--- src/rtl/jk_updown_counter.sv ---
// Loadable modulo-MOD up/down counter built from JK-style hold/toggle control.
// TC is combinational for same-cycle cascading; Q, Q_N and OVF are registered.
module jk_updown_counter #(
  parameter int WIDTH = 4,
  parameter int MOD   = 16,
  parameter bit SAT   = 1'b0
) (
  input  logic             CP,
  input  logic             RD_N,
  input  logic             LD_N,
  input  logic             EN,
  input  logic             UP,
  input  logic [WIDTH-1:0] D,
  output logic [WIDTH-1:0] Q,
  output logic [WIDTH-1:0] Q_N,
  output logic             TC,
  output logic             OVF
);

  localparam logic [WIDTH-1:0] MAX_CNT = WIDTH'(MOD - 1);
  localparam logic [WIDTH:0]   MOD_EXT = (WIDTH + 1)'(MOD);

  logic [WIDTH-1:0] q_q, q_d;
  logic             ovf_q, ovf_d;

  // Out-of-range load values clamp to the top of the count range.
  function automatic logic [WIDTH-1:0] clamp_load(input logic [WIDTH-1:0] d);
    return ({1'b0, d} >= MOD_EXT) ? MAX_CNT : d;
  endfunction

  function automatic logic at_end(input logic [WIDTH-1:0] q, input logic up);
    return up ? (q == MAX_CNT) : (q == '0);
  endfunction

  always_comb begin
    q_d   = q_q;
    ovf_d = 1'b0;
    if (!LD_N) begin
      q_d = clamp_load(D);
    end else if (EN) begin
      if (at_end(q_q, UP)) begin
        ovf_d = 1'b1;
        if (!SAT) q_d = UP ? '0 : MAX_CNT;
      end else begin
        q_d = UP ? (q_q + WIDTH'(1)) : (q_q - WIDTH'(1));
      end
    end
  end

  always_ff @(posedge CP or negedge RD_N) begin
    if (!RD_N) begin
      q_q   <= '0;
      ovf_q <= 1'b0;
    end else begin
      q_q   <= q_d;
      ovf_q <= ovf_d;
    end
  end

  assign Q   = q_q;
  assign Q_N = ~q_q;
  assign OVF = ovf_q;
  assign TC  = EN & at_end(q_q, UP);

endmodule

--- config.mk ---
export PLATFORM = sky130hd
export DESIGN_NAME = jk_updown_counter
export DESIGN_NICKNAME = d
export VERILOG_FILES = /design/src/rtl/jk_updown_counter.sv
export SDC_FILE = /design/constraint.sdc
export NUM_CORES = 1
export LEC_CHECK = 0
export CAP_MARGIN = 5
export CORE_AREA = 5 5 42 44
export CTS_CLUSTER_DIAMETER = 100
export DETAILED_ROUTE_END_ITERATION = 16
export DIE_AREA = 0 0 47 49
export PLACE_DENSITY = 0.65
export SYNTH_ARGS = -nofsm -noshare
export SYNTH_HDL_FRONTEND = slang
export SYNTH_SLANG_ARGS = --single-unit
--- constraint.sdc ---
create_clock -name CP -period 1.51 [get_ports CP]
set_clock_uncertainty 0.05 [all_clocks]
set_input_delay 0.151 -clock CP [delete_from_list [all_inputs] [get_ports CP]]
set_output_delay 0.151 -clock CP [all_outputs]
set_load 0.01 [all_outputs]
; ---- After elaboration in Yosys (flattened, before gate mapping)
; Cells that the tools add are included.
[classes]
eq_ne = 2
add_sub_neg = 2
mux = 9
bitwise_logic = 2
reduce_logical = 1
[op_table]
columns = op, n
row1 = $mux 4, 5
row2 = $add 4x1->4 const B, 1
row3 = $eq 4x4->1 const B, 1
row4 = $logic_not 4->1, 1
row5 = $mux 1, 4
row6 = $not 4->4, 1
row7 = $sub 4x1->4 const B, 1
row8 = $ne 2x2->1 const B, 1
row9 = $and 1x1->1, 1
[totals]
regBits = 5
input_bits = 9
elab_cells = 18
out_inout_bits = 10

; ---- Longest topological paths before layout
[depth]
word_depth = 5
depth_mapped = 6
ltp_nobuf = 6

; ---- Worst setup path after synthesis
; OpenSTA, ideal clock, no wires.
[synth_timing]
path_kind = register -> register
from = register q_q[1], in the netlist Q[1]
to = register ovf_q, in the netlist OVF
arrival_time_ns = 1.460
path_slack_ns = -0.066
stages_incl_launch_ff = 5
n_path_buf = 0
period_less_slack_ns = 1.576
setup_ns = 0.066
path_cell_list = dfrtp_1 or4_4 nand2b_4 a21oi_2 and2_1
[synth_between]
elab_chain_cells = 5
[synth_lines]
columns = element, line_no
row1 = "start, declared", 23  ; logic [WIDTH-1:0] q_q, q_d;
row2 = "start signal, assigned", 55  ; q_q <= q_d;
row3 = $eq 4x4->1 or $logic_not 4->1 (tied branches), 32  ; return up ? (q == MAX_CNT) : (q == '0);
row4 = $mux 1 (*), 32
row5 = $mux 1 (*), 41  ; if (at_end(q_q, UP)) begin
row6 = $mux 1 (*), 40  ; end else if (EN) begin
row7 = $mux 1 (*), 38  ; if (!LD_N) begin
row8 = via ovf_d, 24  ; logic ovf_q, ovf_d;
row9 = "end signal, assigned", 56  ; ovf_q <= ovf_d;
row10 = "end, declared", 24
; Mark *: on every way through the listed nets, which the timed path passes. The rest lies on a longest branch.
; A chain may end at the register's enable or synchronous reset.

; ---- Worst setup path after layout
[layout_timing]
from = register q_q[1], in the netlist Q[1]
to = output TC
[layout_between]
elab_chain_cells = 3
[layout_lines]
columns = element, line_no
row1 = $eq 4x4->1 or $logic_not 4->1 (tied branches), 32
row2 = $mux 1 (*), 32
row3 = $and 1x1->1 (*), 63  ; assign TC = EN & at_end(q_q, UP);
row4 = "end, declared", 16  ; output logic TC,
; Every way passes the cells marked *; elsewhere a longest branch is shown, timed or not.

==> metrics.md <==
| Metric | Value |
|---|---|
| Final setup viols | 4 |
| ANT nets after route | 0 |
| Required @ worst endpoint | 1310 ps |
| CTS sink cnt | 5 |
| CP Capture Type | output pin |
| Pwr dens | 921.2 nW/um^2 |
| Gr usage total | 11.20% |
| Initial core utilization | 29.29% |
| P&R area growth vs syn | 88.11% |
| Drt pass-1 iters | 3 |
| Number of cells produced by synthesis | 44 |
| Cell taking the most area after synthesis | dfrtp_1 |
| Global-route wire length before repair | 1863 um |
| Reg clk slew, reported paths | 50 ps |
| RSZ-0062 raised after global routing | yes |
| CP arrival | 1560 ps |
| Placed instance area | 699.4 um^2 |
| Sequential share of the synthesized area | between 30 and 40% |
| I/O Buffers | 18 |
| Pin count of the biggest net entering global routing | 11 |
| Final worst path period share | 116.8% |
| Placed Cells | 89 |
| Startpoint Class | flop |
| Final core utilization | 55.09% |
| Vias in the first global route | 449 |
| EDFF count, synth | 0 |
| Post-route DRC | 0 |
| CTS tree | yes |
| CTS HTree Levels | 1 |
| Syn Area/Cell | 9.327 um^2 |
| DIE WIDTH | ~47 um |
| Syn_nets | 56 |
| Top FF cell, synth | dfrtp_1 |
| Design area | roughly 770 um^2 |
| DR WL/cell | 12.03 um |
| Clock tree buffer depth | 2 |
| Slowest cell on crit path | or4_4 |
| Layout Nets | 92 |
| Die area | approximately 2300 um^2 |
| Die Y | 49 um |
| Cell Rows | 14 |
| Top-count cell post-synth | inv_1 |
| DP HPWL | 869.7 um |
| Asr flop ratio synth | 100.0% |
| Via count | 438 |
| CTS Buf Count | 3 |
| Starting DRC count in detailed routing | 5 |
| Antenna cells | 0 |
| Yosys warns | 0 |
| Tmin final | roughly 1800 ps |
| Post-DR vias/cell | 4.611 |
| Initial antenna violation count | 0 |
| Synthesis-stage register bit count | 5 |
| Crit-path cells | or4_4, nand2b_4, a21oi_4, buf_6 |
| Fin. max-slew vios | 0 |
| Congestion Overflow GR | 0 |
| Fmax achieved | 566.9 MHz |
| Synth top area cells | dfrtp_1, a221oi_2, ha_1 |
| Worst setup margin | -253.9 ps |
| Crit Path Max Fanout | 2 |
| Share of layout cells above drive strength 1 | 39.24% |
| Count of final hold-check violations | 0 |
| Synth Cell Area | between 400 and 500 um^2 |
| GPL Wtd Cong | 0.7526 |
| HP Class | in -> async |
| Slew Limit Headroom | 83.65% |
| Final wirelength | 1143 um |
| Core area | 1401 um^2 |
| Distinct cells, synth | 22 |
| Slew @ Worst Pin | about 240 ps |
| I/O Pins | 19 |
| Clk Latency, worst-skew pair | 240 ps |
| Worst VDD drop | 0.0006135 V |
| Top-area cell type share of the netlist area | 30.49% |
| MaxCap Viol Count | 0 |
| Dpl ws | -571.2 ps |
| Post-synth top cells | inv_1, dfrtp_1, nor2_1, nand3_1 |
| CTS Root Cell | clkbuf_4 |
| Static Leak | 0.3698 nW |
| Failing checks | negative setup slack |
| Largest stage delay on the critical path | 530 ps |
| Fin cells | 95 |
| CP Class | reg -> out |
| Outcome | finished, violations left |
[worst max-delay path: cells and delay by family (launching register included)]
family	cells	cell delay, ps
buffers and inverters	1	110
DFF	1	390
and+or+nand+nor	2	690
AOI/OAI and AO/OA	1	120
[metal layers]
layer,routed length (um),global-route usage (%),up-vias
met3,99,6.273,0
met1,456,13.23,202
met5,0,0,-
met2,587,17.87,14
met4,0,1.382,0
li1,-,-,222
[final cells by class]
class                           instances  area (um^2)
Inverter                                6        22.52
Sequential cell                         5        127.6
Timing Repair Buffer                   32        285.3
Multi-Input combinational cell         32        290.3
Tap cell                               16        20.02
Fill cell                             136        629.4
Clock buffer                            4        26.28
[what timing repair did]
action,in CTS,in global routing
hold buffers,0,0
resized for setup,16,3
endpoints found under the setup margin,9,5
pin swaps,3,2
buffers inserted,1,1
[cells in the final DEF, fill, tap and decap left out, types with 3 or more instances in the layout]
cell,synthesis,routed
inv_1,6,5
dlygate4sd2_1,0,6
clkbuf_4,0,3
clkdlybuf4s50_1,0,10
buf_4,0,13
nor2_1,5,5
dfrtp_1,5,3
nand3_1,4,4
[sequential cells by signal, indices dropped and copies added (netlist names)]
register  count
Q             4
OVF           1
[metrics by stage]
stage               hold WS [ps]  total power, mW  TNS (ps)
global placement           339.8           0.5427     -1586
CTS                        84.60           0.7091    -716.1
detailed placement         343.2           0.5440     -1588
floorplan                 -194.6           0.3531    -60.32
finish                     85.71           0.7111    -698.0
global route               93.67           0.7710    -910.8
[cells by family (layout without fill, tap and decap cells)]
| kind of cell | after synthesis | after routing | synth area share [%] |
|---|---|---|---|
| simple gates | 15 | 15 | 20.73 |
| compound gates | 10 | 10 | 20.73 |
| flops | 5 | 5 | 30.49 |
| mux | 1 | 1 | 2.439 |
| fa+ha+maj | 3 | 3 | 10.97 |
| xor+xnor | 3 | 3 | 6.404 |
| buf+inv | 7 | 42 | 8.231 |
[where the power goes]
part,switching [mW],internal (mW)
clock,0.0573,0.100
sequential,0.0140,0.157
combinational,0.175,0.208
total,0.246,0.465
[path summary, 6_finish.rpt]
check                      slack (ps)  from  cells after the start   end
setup reg to reg                 -180  Q[1]                      5  Q[2]
min in group CP                   430  D[0]                      3  Q[0]
hold / removal                     90  RD_N                      1   OVF
max in group asynchronous        1100  RD_N                      1  Q[1]
setup / recovery                 -250  Q[1]                      4    TC
hold reg to reg                   600  Q[3]                      3  Q[3]
Power figures use the tool's default switching activity.
